$ cat config.mk
export PLATFORM = sky130hd
export DESIGN_NAME = cpu_clk_ctrl
export DESIGN_NICKNAME = d
export VERILOG_FILES = /design/src/rtl/cpu_clk_pkg.sv /design/src/rtl/cpu_clk_ctrl_tick_gen.sv /design/src/rtl/cpu_clk_ctrl.sv
export SDC_FILE = /design/constraint.sdc
export NUM_CORES = 1
export LEC_CHECK = 0
export BUFFER_PORTS_ARGS = -buffer_cell sky130_fd_sc_hd__buf_2
export CORE_ASPECT_RATIO = 1.2
export CORE_MARGIN = 2
export CORE_UTILIZATION = 35
export CTS_BUF_LIST = sky130_fd_sc_hd__clkbuf_2 sky130_fd_sc_hd__clkbuf_4 sky130_fd_sc_hd__clkbuf_8
export DETAILED_ROUTE_END_ITERATION = 10
export PLACE_DENSITY_LB_ADDON = 0.05
export SETUP_SLACK_MARGIN = 0.4
export SLEW_MARGIN = 20
export SYNTH_ARGS = -nofsm -noshare
export SYNTH_HDL_FRONTEND = slang
export SYNTH_SLANG_ARGS = --single-unit
$ cat constraint.sdc
create_clock -name clk -period 6.99 [get_ports clk]
set_input_delay 0 -clock clk [delete_from_list [all_inputs] [get_ports clk]]
set_output_delay 0 -clock clk [all_outputs]
set_load 0.005 [all_outputs]
$ cat src/rtl/cpu_clk_pkg.sv
// rtl/cpu_clk_pkg.sv - shared constants for the CPU clock-enable controller
package cpu_clk_pkg;

    localparam int SPEED_W = 2;
    localparam int STATE_W = 2;

    localparam logic [STATE_W-1:0] ST_PAUSE = 2'd0;
    localparam logic [STATE_W-1:0] ST_RUN   = 2'd1;
    localparam logic [STATE_W-1:0] ST_HALT  = 2'd2;

endpackage

$ cat src/rtl/cpu_clk_ctrl_tick_gen.sv
// rtl/cpu_clk_ctrl_tick_gen.sv - programmable divider producing one tick every div enabled cycles
module tick_gen #(
    parameter int CNT_W = 32
) (
    input  logic             clk,
    input  logic             rst_n,
    input  logic             en,
    input  logic             clr,
    input  logic [CNT_W-1:0] div,
    output logic             tick
);

    logic [CNT_W-1:0] div_cnt_q;
    logic [CNT_W-1:0] div_cnt_d;
    logic             at_end;

    // >= rather than == so a counter left above a shrunken divisor still wraps
    always_comb begin
        at_end    = (div_cnt_q >= (div - CNT_W'(1)));
        tick      = en & ~clr & at_end;
        div_cnt_d = div_cnt_q + CNT_W'(1);
        if (clr || !en || at_end) begin
            div_cnt_d = '0;
        end
    end

    always_ff @(posedge clk or negedge rst_n) begin
        if (!rst_n) begin
            div_cnt_q <= '0;
        end else begin
            div_cnt_q <= div_cnt_d;
        end
    end

endmodule

$ cat src/rtl/cpu_clk_ctrl.sv
// rtl/cpu_clk_ctrl.sv - run/pause/single-step/halt sequencer producing the CPU clock enable
module cpu_clk_ctrl
    import cpu_clk_pkg::*;
#(
    parameter int DIV_0 = 100000000,
    parameter int DIV_1 = 10000000,
    parameter int DIV_2 = 1000000,
    parameter int DIV_3 = 1,
    parameter int CNT_W = 32
) (
    input  logic               clk,
    input  logic               rst_n,
    input  logic               go,
    input  logic               step,
    input  logic [SPEED_W-1:0] speed_sel,
    input  logic               halt,
    output logic               cpu_en,
    output logic               running,
    output logic               halted,
    output logic [CNT_W-1:0]   cycle_cnt
);

    logic [STATE_W-1:0] state_q, state_d;
    logic               cpu_en_q, cpu_en_d;
    logic [CNT_W-1:0]   cycle_cnt_q, cycle_cnt_d;
    logic               go_q, step_q;
    logic [SPEED_W-1:0] speed_q;

    logic               go_p, step_p, speed_chg;
    logic [CNT_W-1:0]   div_sel;
    logic               tick_en, tick_clr, tick;

    always_comb begin
        go_p      = go & ~go_q;
        step_p    = step & ~step_q;
        speed_chg = (speed_sel != speed_q);
        tick_en   = (state_q == ST_RUN);
        tick_clr  = go_p | halt | speed_chg;
        case (speed_q)
            2'd0:    div_sel = CNT_W'(DIV_0);
            2'd1:    div_sel = CNT_W'(DIV_1);
            2'd2:    div_sel = CNT_W'(DIV_2);
            default: div_sel = CNT_W'(DIV_3);
        endcase
    end

    tick_gen #(
        .CNT_W (CNT_W)
    ) u_tick_gen (
        .clk   (clk),
        .rst_n (rst_n),
        .en    (tick_en),
        .clr   (tick_clr),
        .div   (div_sel),
        .tick  (tick)
    );

    // Priority: halt > go_p > step_p > tick
    always_comb begin
        state_d  = state_q;
        cpu_en_d = 1'b0;
        case (state_q)
            ST_PAUSE: begin
                if (halt) begin
                    state_d = ST_HALT;
                end else if (go_p) begin
                    state_d = ST_RUN;
                end else if (step_p) begin
                    cpu_en_d = 1'b1;
                end
            end
            ST_RUN: begin
                if (halt) begin
                    state_d = ST_HALT;
                end else if (go_p) begin
                    state_d = ST_PAUSE;
                end else if (tick) begin
                    cpu_en_d = 1'b1;
                end
            end
            ST_HALT: begin
                if (go_p && !halt) begin
                    state_d = ST_PAUSE;
                end
            end
            default: begin
                state_d = ST_PAUSE;
            end
        endcase
    end

    always_comb begin
        cycle_cnt_d = cycle_cnt_q;
        if (cpu_en_q) begin
            cycle_cnt_d = cycle_cnt_q + CNT_W'(1);
        end
    end

    always_ff @(posedge clk or negedge rst_n) begin
        if (!rst_n) begin
            state_q     <= ST_PAUSE;
            cpu_en_q    <= 1'b0;
            cycle_cnt_q <= '0;
            go_q        <= 1'b0;
            step_q      <= 1'b0;
            speed_q     <= '0;
        end else begin
            state_q     <= state_d;
            cpu_en_q    <= cpu_en_d;
            cycle_cnt_q <= cycle_cnt_d;
            go_q        <= go;
            step_q      <= step;
            speed_q     <= speed_sel;
        end
    end

    assign cpu_en    = cpu_en_q;
    assign running   = (state_q == ST_RUN);
    assign halted    = (state_q == ST_HALT);
    assign cycle_cnt = cycle_cnt_q;

endmodule
After elaboration in Yosys (flattened, before gate mapping):

Cells that the tools add are included.

* register bits after elaboration: 71
* output and inout bits: 35

* eq/ne operators: 8
* bitwise operators: 9
* add/subtract/negate cells: 3
* $lt $le $gt $ge: 1
* muxes and demuxes: 15
* reductions and logical operators: 8

Operators with widths (number)
* one-hot mux 27 bit (3 select lines): 1
* adder 32 x 1 -> 32 bit (second input constant): 2
* >= comparator 32 bit: 1
* 2-to-1 mux 32 bit: 1
* subtractor 27 x 1 -> 28 bit (second input constant): 1
* 2-to-1 mux 2 bit: 5
* 2-to-1 mux 1 bit: 6
* inequality test 3 bit (second input constant): 2
* one-hot mux 2 bit (3 select lines): 1
* bitwise AND 1 bit: 4
* == test 2 x 1 -> 1 bit (second input constant): 2
* == test 2 bit (second input constant): 2
* logical NOT 2 bit: 2
* NOT 1 bit: 3
* AND reduction 3 bit: 1
* logical NOT 1 bit: 2
* logical OR 1 bit: 2
* inequality test 2 x 1 -> 1 bit (second input constant): 1
* inequality test 2 bit: 1
* OR 1 bit: 2
* one-hot mux 1 bit (2 select lines): 1
* logical AND 1 bit: 1

Depth between registers and ports, before layout:

Gate-level depths: netlist (run 1).

* word-level depth: 11
* gate-level depth with buffers: 13

Hierarchy:

From an unflattened synthesis (run 1), not the netlist that was laid out.

* cells, all modules: 480
* area, all modules: 4820.9 µm²

By module, submodules not included
* tick_gen: cells an instance 324, seq. area each 800.8 µm², area an instance 2992.9 µm², times used 1
* cpu_clk_ctrl: cells an instance 156, seq. area each 975.9 µm², area an instance 1828.0 µm², times used 1

Worst setup path before layout (run 1):

OpenSTA, ideal clock, no wires.

* kind: register to register
* start point: register speed_q[0]
* end point: register u_tick_gen.div_cnt_q[28]
* required time: 6.867 ns
* cell stages (with the launch flop): 13
* period minus slack after synthesis: 2.675 ns
* path slack: 4.315 ns
* setup time: 0.123 ns
* arrival time: 2.551 ns
* path through: dfrtp_1 > ha_1 > inv_1 > o21ai_0 > ha_1 > and4_1 > o211ai_1 > or4_1 > nand3_1 > a211o_1 > buf_6 > buf_8 > nor2_4

* cells in the longest elaborated chain, start to end: 6
* elaborated cells on any way between the ends: 11

RTL lines
* start, declared: line cpu_clk_ctrl.sv:27 `logic [SPEED_W-1:0] speed_q;`
* start signal, assigned: line cpu_clk_ctrl.sv:113 `speed_q <= speed_sel;`
* == test 2 bit (tied with other cells): line cpu_clk_ctrl.sv:39 `case (speed_q)`
* one-hot mux 27 bit (3 select lines): line cpu_clk_ctrl.sv:39
* subtractor 27 x 1 -> 28 bit: line cpu_clk_ctrl_tick_gen.sv:19 `at_end = (div_cnt_q >= (div - CNT_W'(1)));`
* >= comparator 32 bit: line cpu_clk_ctrl_tick_gen.sv:19
* logical OR 1 bit (*): line cpu_clk_ctrl_tick_gen.sv:22 `if (clr || !en || at_end) begin`
* 2-to-1 mux 32 bit (*): line cpu_clk_ctrl_tick_gen.sv:22
* named net u_tick_gen.div_cnt_d[28]: line cpu_clk_ctrl_tick_gen.sv:14 `logic [CNT_W-1:0] div_cnt_d;`
* end signal, assigned: line cpu_clk_ctrl_tick_gen.sv:31 `div_cnt_q <= div_cnt_d;`
* end, declared: line cpu_clk_ctrl_tick_gen.sv:13 `logic [CNT_W-1:0] div_cnt_q;`

The timed path passes the listed nets; every way through them passes the cells marked *.
A chain may end at the register's enable or synchronous reset.

Worst setup path in the final report (run 1):

* start point: register speed_q[0]
* end point: register u_tick_gen.div_cnt_q[6]

Same word-level chain as after synthesis.

==> run_results.csv, run 1 <==
group,metric,value,unit
routing,route.detailed.drc,0,
grt,grt_most_used_layer,"met2",
synth,async_flop_share,1.00,
final_layout,final_cell_mix,"dfrtp_1 (71), buf_2 (41), ha_1 (35), xnor2_1 (32)",
critical_path,r2r_cells,11,
sta,layout_min_cycle_time,3.59,ns
sta,setup_viol,0,
routing,ant_nets,0,
grt,grt_remaining_overflow,0,
power_and_ir_drop,p_leak,2.13,nW
routing,drt_iter0_drc,59,
floorplan,start_util,0.355,
sta,skew,0.00896,ns
sta,slew_headroom,0.399,
critical_path,max_stage_delay,0.51,ns
final_layout,num_antenna_cells,0,
synth,synth_edf_count,0,
final_layout,instances_no_fill,562,
critical_path,critPathTopFamily,"compound AO/OA/AOI/OAI gates",
min_path,hold_class,"input pin to flop",
grt,antenna_found_initial,0,
synth,syn_avg_cell_area,10.5,um^2
final_layout,area_growth,16.4,%
run,cap_violations,0,
routing,dr.pass1.iters,4,
critical_path,worstPathMaxFanout,15,
critical_path,crit_arrival,3.81,ns
critical_path,crit_chain,"inv_1 > ha_1 > o21ai_0 > ha_1 > and4_1 > o211ai_1 > or4_1 > nand3_1 > a211o_1 > buf_4 > nor2_1",
sta,tns,0,ns
cts,cts_tree,"built",
synth,yosys_warnings,0,
place,portBuffers,41,
cts,clockBufferDepth,2,
sta,finalCritPeriodShare,0.514,
critical_path,critical_path_class,"flop to flop",
synth,synth_top_area_frac,0.460,
place,dpl.hpwl,5780,um
grt,grt_use_total,0.148,
cts,worstSkewPairLatency,0.35,ns
place,dp_cells,541,
routing,routed_wl,8020,um
synth,synth_flop_cell,"dfrtp_1",
power_and_ir_drop,cellPowerDensity,191,nW/um^2
critical_path,cp_slowest_cell,"a211o_1",
floorplan,die-area,11900,um^2
place,gp_congestion,0.798,
critical_path,worstSetupStartpointType,"flop",
critical_path,cp-end-kind,"flop",
grt,met3_usage,0.0323,
synth,synth_area,3860,um^2
critical_path,cp_common_cell,"ha_1",
sta,slew_viol_final,0,
cts,cts_htree_levels,3,
critical_path,cp_data_required_time,7.21,ns
critical_path,cp.depth,11,
cts,clk_pin_slew,0.07,ns
grt,grt_pass1_wl,13800,um
sta,fmax,278,MHz
floorplan,dieWidth,99.9,um
sta,worstMarginPinSlew,0.902,ns
routing,viasPerCell,4.90,
floorplan,core-area,10900,um^2
cts,cts.sinks,71,
grt,grt_pass1_vias,2803,
floorplan,die_y,119,um
synth,ys_seq_area_frac,0.460,
floorplan,ios,42,
grt,grt_util_met1,0.178,
grt,met2_usage,0.251,
floorplan,fp-row-count,42,
final_layout,nets,468,
final_layout,final_util,0.413,
synth,synth-seq-cells,71,
synth,synth_cell_types,35,
power_and_ir_drop,p_total,0.000859,W
synth,synth_area_leaders,"dfrtp_1 (46%), ha_1 (11%), xnor2_1 (7.3%)",
final_layout,drive_gt1_frac,0.165,
min_path,whs_path_depth,2,
final_layout,layout_commonest_cell,"dfrtp_1",
sta,rsz0062_at_grt,"no",
grt,grt_max_degree,72,
routing,routed-via-count,2751,
synth,synthCells,369,
power_and_ir_drop,worst_ir_drop_vdd,0.0736,mV
synth,synth_top_area_cell,"dfrtp_1",
sta,timing.hold.ws,0.302,ns
cts,cts_resized,0,
outcome,status,"finished, final reports clean",
sta,hold_viol,0,
cts,cts_buffers,9,
critical_path,crit_buf_inv,2,
cts,ctsRootBufferMaster,"clkbuf_8",
routing,wl_per_cell,14.3,um
## power breakdown
part	internal [W]	leakage, nW	total [W]	switching, W
clock	0.000217	0.110	0.000371	0.000155
sequential	0.000420	0.969	0.000432	0.0000120
combinational	0.0000248	1.05	0.0000553	0.0000306
total	0.000662	2.13	0.000859	0.000197
## path summary, 6_finish.rpt
check | start | end | slack, ns
min in group asynchronous | rst_n | cycle_cnt[22]$_DFFE_PN0P_ | 0.38
worst max register to register | speed_q[0]$_DFF_PN0_ | u_tick_gen.div_cnt_q[6]$_DFF_PN0_ | 3.40
max in group asynchronous | rst_n | u_tick_gen.div_cnt_q[6]$_DFF_PN0_ | 6.01
worst min register to register | cycle_cnt[31]$_DFFE_PN0P_ | cycle_cnt[31]$_DFFE_PN0P_ | 0.46
worst min-delay path | go | go_q$_DFF_PN0_ | 0.30
worst max-delay path | speed_q[0]$_DFF_PN0_ | u_tick_gen.div_cnt_q[6]$_DFF_PN0_ | 3.40
## metrics by stage
stage / area, um^2 / setup slack (ns)
6_report: 4500 / 3.40
5_1_grt: 4500 / 3.13
4_1_cts: 4500 / 3.37
3_5_place_dp: 4220 / 3.41
3_3_place_gp: 4220 / 3.56
2_1_floorplan: 3880 / 4.32
## cell usage after synthesis (3+ instances only)
library cell / instances
nor2_1: 28
nand3_1: 25
and3_1: 12
xor2_1: 29
nor3_1: 7
nor2b_1: 7
inv_1: 11
ha_1: 35
dfrtp_1: 71
clkbuf_1: 3
nand4_1: 18
nor2_4: 8
xnor2_1: 32
o21ai_0: 8
a21oi_1: 15
nand2_1: 29
and4_1: 9
## cells by family after synthesis
logic type / count (synthesis) / share of synthesized area
adders and majority gates: 35 / 0.113
and+or+nand+nor: 152 / 0.219
buffers and inverters: 18 / 0.0230
other: 2 / 0.00194
xor gates and xnor gates: 61 / 0.138
DFF: 71 / 0.460
AOI/OAI and AO/OA: 29 / 0.0418
muxes: 1 / 0.00292
## area by class of cell
class                           instances  area (um^2)
Timing Repair Buffer                   49          280
Clock buffer                           12          153
Fill cell                            1086         6380
Multi-Input combinational cell        284         2010
Inverter                               11         41.3
Clock inverter                          3         67.6
Tap cell                              132          165
Sequential cell                        71         1780
## registers in the layout (all words and copies together), names as in the netlist
| signal | cells |
|---|---|
| step_q | 1 |
| cpu_en | 1 |
| go_q | 1 |
| speed_q | 2 |
| cycle_cnt | 32 |
| state_q | 2 |
| u_tick_gen.div_cnt_q | 32 |
## repair_timing
item,4_1_cts,5_1_grt
setup buffers,0,0
hold buffers,6,0
endpoints found under the hold margin,78,0
## per-layer routing
layer | wire (um) | share of wire
met5 | 0 | 0
met4 | 223 | 0.028
met3 | 243 | 0.030
met2 | 4030 | 0.50
met1 | 3520 | 0.44
Note: power is estimated with default switching activity, not from simulation.
==> run 2: changes to the inputs <==
- ABC_AREA: default -> 1
- clock period: 6.99 -> 3.7 ns (I/O delays scaled with it)
==> run 2 against run 1 <==
Net effect: setup slack lost 2.5 ns; sequential share of layout area shrank 5.7 points; flip-flop and latch count is the same; critical endpoint is now u_tick_gen.div_cnt_q[14]$_DFF_PN0_; highest routed layer unchanged.
==> run_results.csv, run 2 <==
group,metric,value,unit
synth,synth_top_area_frac,0.385,
place,gp_congestion,0.882,
critical_path,r2r_setup_slack,0.94,ns
cts,clockBufferDepth,2,
cts,cts_tree,"built",
sta,setup_viol,0,
floorplan,start_util,0.361,
synth,synth_xor_area_frac,0.0988,
final_layout,multi_input_area,2530,um^2
critical_path,worstPathMaxFanout,29,
cts,post-cts-setup-buffer-count,0,
power_and_ir_drop,p_comb_frac,0.090,
synth,synth_edf_count,0,
critical_path,worstSetupStartpointType,"flop",
critical_path,critical_path_class,"flop to flop",
floorplan,die_y,130,um
routing,wl_per_cell,14.3,um
floorplan,ios,42,
min_path,whs_path_depth,2,
critical_path,timing.rr.end,"u_tick_gen.div_cnt_q[14]$_DFF_PN0_",
min_path,hold_class,"input pin to flop",
floorplan,core-area,12800,um^2
final_layout,area_growth,13.8,%
place,portBuffers,41,
grt,grt_pass1_wl,18900,um
floorplan,die-area,14100,um^2
sta,slew_viol_final,0,
routing,viasPerCell,4.78,
synth,synth_area_leaders,"dfrtp_1 (39%), nand2_1 (11%), ha_1 (9.5%)",
routing,routed_wl,11500,um
sta,layout_min_cycle_time,2.76,ns
synth,syn_avg_cell_area,8.01,um^2
min_path,min_to,"step_q$_DFF_PN0_",
synth,yosys_warnings,0,
sta,worstMarginPinSlew,0.929,ns
sta,fmax,363,MHz
sta,slew_headroom,0.380,
power_and_ir_drop,cellPowerDensity,305,nW/um^2
power_and_ir_drop,p_seq_frac,0.519,
final_layout,num_antenna_cells,0,
critical_path,cp-end-kind,"flop",
cts,cts_htree_levels,3,
final_layout,drive_gt1_frac,0.140,
grt,grt_use_total,0.177,
synth,synth_area,4610,um^2
synth,async_flop_share,1.00,
final_layout,final-seq-area,1780,um^2
cts,worstSkewPairLatency,0.37,ns
synth,synth_top_family_by_area,"simple AND/OR/NAND/NOR gates",
cts,clk_pin_slew,0.07,ns
sta,hold_viol,0,
sta,skew,0.00735,ns
power_and_ir_drop,swShare,0.264,
routing,drt_iter0_drc,149,
cts,cts_buffers,9,
floorplan,dieWidth,109,um
synth,synthCells,576,
synth,synth_cell_types,35,
grt,antenna_found_initial,0,
critical_path,r2r_cells,14,
synth,synth-simple-area-share,0.323,
min_path,min_from,"step",
synth,synth_top_area_cell,"dfrtp_1",
place,dpl.hpwl,8810,um
sta,tns,0,ns
floorplan,fp-row-count,45,
power_and_ir_drop,worst_ir_drop_vdd,0.168,mV
routing,routed-via-count,3828,
critical_path,crit_arrival,2.99,ns
power_and_ir_drop,clock_power_share,0.391,
synth,synth_compound_area_frac,0.0274,
synth,synth_flop_cell,"dfrtp_1",
synth,ys_seq_area_frac,0.385,
synth,synth_common_cells,"nand2_1 (140), nor2_1 (88), dfrtp_1 (71), inv_1 (69), ha_1 (35)",
final_layout,final_cell_mix,"nand2_1 (140), nor2_1 (88), dfrtp_1 (71), inv_1 (69), buf_2 (40)",
place,dp_cells,781,
routing,ant_nets,0,
synth,synthAdderAreaFrac,0.0950,
routing,route.detailed.drc,0,
grt,grt_max_degree,72,
cts,cts.sinks,71,
critical_path,cp_data_required_time,3.93,ns
synth,synth.most_common_cell,"nand2_1",
sta,finalCritPeriodShare,0.745,
sta,rsz0062_at_grt,"no",
cts,ctsRootBufferMaster,"clkbuf_8",
power_and_ir_drop,power.internal,0.00118,W
outcome,status,"finished, final reports clean",
grt,grt_remaining_overflow,0,
final_layout,fill_cells,1331,
run,cap_violations,0,
routing,dr.pass1.iters,4,
final_layout,instances_no_fill,801,
power_and_ir_drop,p_sw,0.000422,W
synth,yosys-mux-area-fraction,0,
grt,grt_pass1_vias,3877,
synth,synth-seq-cells,71,
final_layout,layout_commonest_cell,"nand2_1",
power_and_ir_drop,p_leak,2.52,nW
critical_path,r2r-start,"speed_q[0]$_DFF_PN0_",
final_layout,nets,676,
run 2: worst max path at each step:
stage,depth (start not counted),slack (ns),endpoint,start
finish,14,0.94,u_tick_gen.div_cnt_q[14]$_DFF_PN0_,speed_q[0]$_DFF_PN0_
detailed placement,14,0.92,u_tick_gen.div_cnt_q[9]$_DFF_PN0_,speed_q[0]$_DFF_PN0_
global placement,14,1.04,u_tick_gen.div_cnt_q[2]$_DFF_PN0_,speed_q[0]$_DFF_PN0_
global route,14,0.67,u_tick_gen.div_cnt_q[15]$_DFF_PN0_,speed_q[0]$_DFF_PN0_
floorplan,14,1.38,u_tick_gen.div_cnt_q[28]$_DFF_PN0_,speed_q[0]$_DFF_PN0_
CTS,14,0.92,u_tick_gen.div_cnt_q[9]$_DFF_PN0_,speed_q[0]$_DFF_PN0_
run 2: routing by layer:
| layer | wire length (um) | global-route usage | part of all wire | vias up |
|---|---|---|---|---|
| met1 | 4740 | 0.192 | 0.41 | 1795 |
| met5 | 0 | 0 | 0 | - |
| met3 | 341 | 0.0270 | 0.030 | 27 |
| li1 | - | - | - | 1940 |
| met4 | 456 | 0.103 | 0.040 | 0 |
| met2 | 5920 | 0.322 | 0.52 | 66 |
run 2: layout make-up:
type	count	area share
clock buffers	10	0.0262
flip-flops and latches	71	0.339
clock inverters	4	0.00906
repair buffers	48	0.0525
well taps	164	0.0391
multi-input cells	432	0.483
inverters	72	0.0515
run 2: critical path, stage by stage (launching register included):
cell     delay (ns)
dfrtp_1        0.47
ha_1           0.34
inv_1          0.12
o21ai_0        0.19
ha_1           0.35
nand2_1        0.07
nor2_1         0.14
nand2_1        0.09
nor2_1         0.10
nor2_1         0.05
nand2_1        0.06
nand2_1        0.07
nand3_2        0.06
buf_4          0.42
nor2_1         0.09
run 2: cell families after synthesis:
| group | count (synthesis) |
|---|---|
| DFF | 71 |
| and+or+nand+nor | 317 |
| adders and majority gates | 35 |
| xor gates and xnor gates | 52 |
| buffers and inverters | 77 |
| AOI/OAI and AO/OA | 22 |
| other | 2 |
run 2: repair_timing:
item / CTS / global route
hold buffers: 6 / 0
resized for setup: 0 / 0
hold endpoints to repair: 78 / 0
run 2: power groups by stage:
stage               Sequential (W)  Clock [W]  Combinational (W)
finish                    0.000831   0.000625           0.000144
global route              0.000837   0.000692           0.000170
CTS                       0.000831   0.000658           0.000148
detailed placement        0.000846          0           0.000141
global placement          0.000845          0           0.000138
floorplan                 0.000841          0          0.0000831
run 2: per-stage QoR:
step                power [W]  hold slack [ns]  setup WS, ns  area, um^2  utilization
floorplan            0.000924           -0.296          1.38        4630            -
global placement     0.000983            0.125          1.04        5000        0.391
detailed placement   0.000988            0.127         0.924        5000        0.391
CTS                   0.00164            0.273         0.916        5250        0.410
global route          0.00170            0.286         0.669        5250        0.410
finish                0.00160            0.288         0.942        5250        0.410
==> run 3: changes to the inputs <==
- ABC_AREA: 1 -> 0
- clock period: 3.7 -> 2.9 ns (I/O delays scaled with it)
==> run 3 against run 2 <==
Net effect: wire length is 27% lower; clock skew is 0.00083 ns lower; maximum frequency is 10% higher; via count is 26% lower; first-iteration DRC count is 23% lower; power is 27% higher; clock power is 32% higher; flip-flop and latch count stayed put; critical endpoint is now u_tick_gen.div_cnt_q[16]$_DFF_PN0_; highest routed layer unchanged.
==> run_results.csv, run 3 (synthesis results as in run 1) <==
group,metric,value,unit
routing,route.detailed.drc,0,
routing,wl_met1,3920,um
sta,slew_viol_final,0,
power_and_ir_drop,p_total,0.00203,W
power_and_ir_drop,worst_ir_drop_vdd,0.172,mV
floorplan,fp-row-count,42,
sta,layout_min_cycle_time,2.51,ns
routing,wl_met3,251,um
power_and_ir_drop,p_leak,2.22,nW
outcome,status,"finished, final reports clean",
final_layout,area_growth,24.6,%
floorplan,ios,42,
critical_path,cp_data_required_time,3.14,ns
final_layout,nets,478,
routing,wl_per_cell,14.6,um
sta,rsz0062_at_grt,"yes",
grt,grt_max_degree,72,
critical_path,cp-end-kind,"flop",
sta,timing.hold.ws,0.309,ns
critical_path,crit_arrival,2.75,ns
critical_path,cp_slowest_cell,"dfrtp_2",
grt,antenna_found_initial,0,
floorplan,dieWidth,99.9,um
sta,skew,0.00652,ns
sta,setup_viol,0,
grt,grt_pass1_wl,14000,um
cts,cts_htree_levels,3,
routing,routed_wl,8380,um
routing,routed-via-count,2820,
grt,grt_pass1_vias,2831,
final_layout,final_cell_mix,"dfrtp_1 (69), buf_2 (40), xnor2_1 (32), nand2_1 (29), xor2_1 (29)",
power_and_ir_drop,cellPowerDensity,421,nW/um^2
routing,dr_wl_met2,4130,um
place,dpl-instance-area,4260,um^2
cts,cts_tree,"built",
floorplan,die_y,119,um
place,dpl.hpwl,5770,um
sta,fmax,399,MHz
place,gp_congestion,0.790,
routing,drt_iter0_drc,115,
floorplan,core-area,10900,um^2
final_layout,finish.instance_area,4810,um^2
routing,dr.pass1.iters,4,
floorplan,start_util,0.355,
sta,setup_ws,0.393,ns
final_layout,drive_gt1_frac,0.245,
min_path,hold_class,"input pin to flop",
final_layout,layout_commonest_cell,"dfrtp_1",
cts,cts.sinks,71,
grt,grt_use_total,0.150,
cts,ctsRootBufferMaster,"clkbuf_8",
sta,slew_headroom,0.385,
grt,grt_remaining_overflow,0,
sta,finalCritPeriodShare,0.865,
sta,worstMarginPinSlew,0.922,ns
cts,clockBufferDepth,2,
critical_path,critical_path_class,"flop to flop",
critical_path,max_stage_delay,0.46,ns
critical_path,cp_common_cell,"buf_4",
critical_path,crit_chain,"buf_4 > buf_4 > buf_4 > ha_4 > and4_4 > o211ai_1 > or4_1 > nand3_2 > a211o_4 > buf_12 > nor2_1",
run,cap_violations,0,
sta,tns,0,ns
sta,hold_viol,0,
critical_path,worstPathMaxFanout,8,
floorplan,die-area,11900,um^2
place,portBuffers,41,
critical_path,worstSetupStartpointType,"flop",
routing,dr.max_layer_used,"met4",
cts,clk_pin_slew,0.08,ns
place,dp_slack,0.161,ns
routing,viasPerCell,4.92,
routing,ant_nets,0,
cts,worstSkewPairLatency,0.35,ns
critical_path,r2r_setup_slack,0.39,ns
final_layout,num_antenna_cells,0,
cts,cts_buffers,9,
[run 3: final timing paths]
path,endpoint,from,cells after the start
max in group asynchronous,speed_q[1]$_DFF_PN0_,rst_n,2
max,u_tick_gen.div_cnt_q[16]$_DFF_PN0_,speed_q[0]$_DFF_PN0_,11
min reg2reg,cycle_cnt[31]$_DFFE_PN0P_,cycle_cnt[31]$_DFFE_PN0P_,1
min,go_q$_DFF_PN0_,go,2
min in group asynchronous,cycle_cnt[22]$_DFFE_PN0P_,rst_n,2
max reg2reg,u_tick_gen.div_cnt_q[16]$_DFF_PN0_,speed_q[0]$_DFF_PN0_,11
[run 3: stage by stage]
step                       util  instances
after floorplan               -        373
after detailed placement  0.391        542
after global placement    0.391        542
after CTS                 0.430        569
final                     0.442        573
after global routing      0.442        573
[run 3: repair_timing]
item,4_1_cts,5_1_grt
gates resized for setup,22,19
setup endpoints to repair,29,30
endpoints found under the hold margin,78,0
buffers inserted,4,4
hold buffers,6,0
pin swaps,5,14
cloned,1,0
[run 3: layout make-up]
| cell class | instances | area [um^2] |
|---|---|---|
| Sequential cell | 71 | 1780 |
| Clock buffer | 11 | 145 |
| Timing Repair Buffer | 59 | 407 |
| Fill cell | 1071 | 6070 |
| Tap cell | 132 | 165 |
| Multi-Input combinational cell | 284 | 2210 |
| Inverter | 11 | 48.8 |
| Clock inverter | 5 | 56.3 |
[run 3: routing by layer]
metal  vias to the layer above  global-route usage
met1                      1360               0.186
met4                         0              0.0514
li1                       1407                   -
met2                        46               0.257
met3                         7              0.0311
met5                         -                   0
[run 3: worst max-delay path, delay by kind of cell, from the launching register on]
family | cells | cell delay, ns
flip-flops | 1 | 0.46
buffers and inverters | 4 | 0.58
AND/OR/NAND/NOR | 4 | 0.83
adder cells (fa/ha/maj) | 1 | 0.26
AO/OA/AOI/OAI | 2 | 0.27
[run 3: power breakdown]
group | total (W) | switching, W | internal, W
Clock | 0.000824 | 0.000393 | 0.000431
Sequential | 0.00104 | 0.0000296 | 0.00101
Combinational | 0.000160 | 0.0000847 | 0.0000749
Total | 0.00203 | 0.000507 | 0.00152
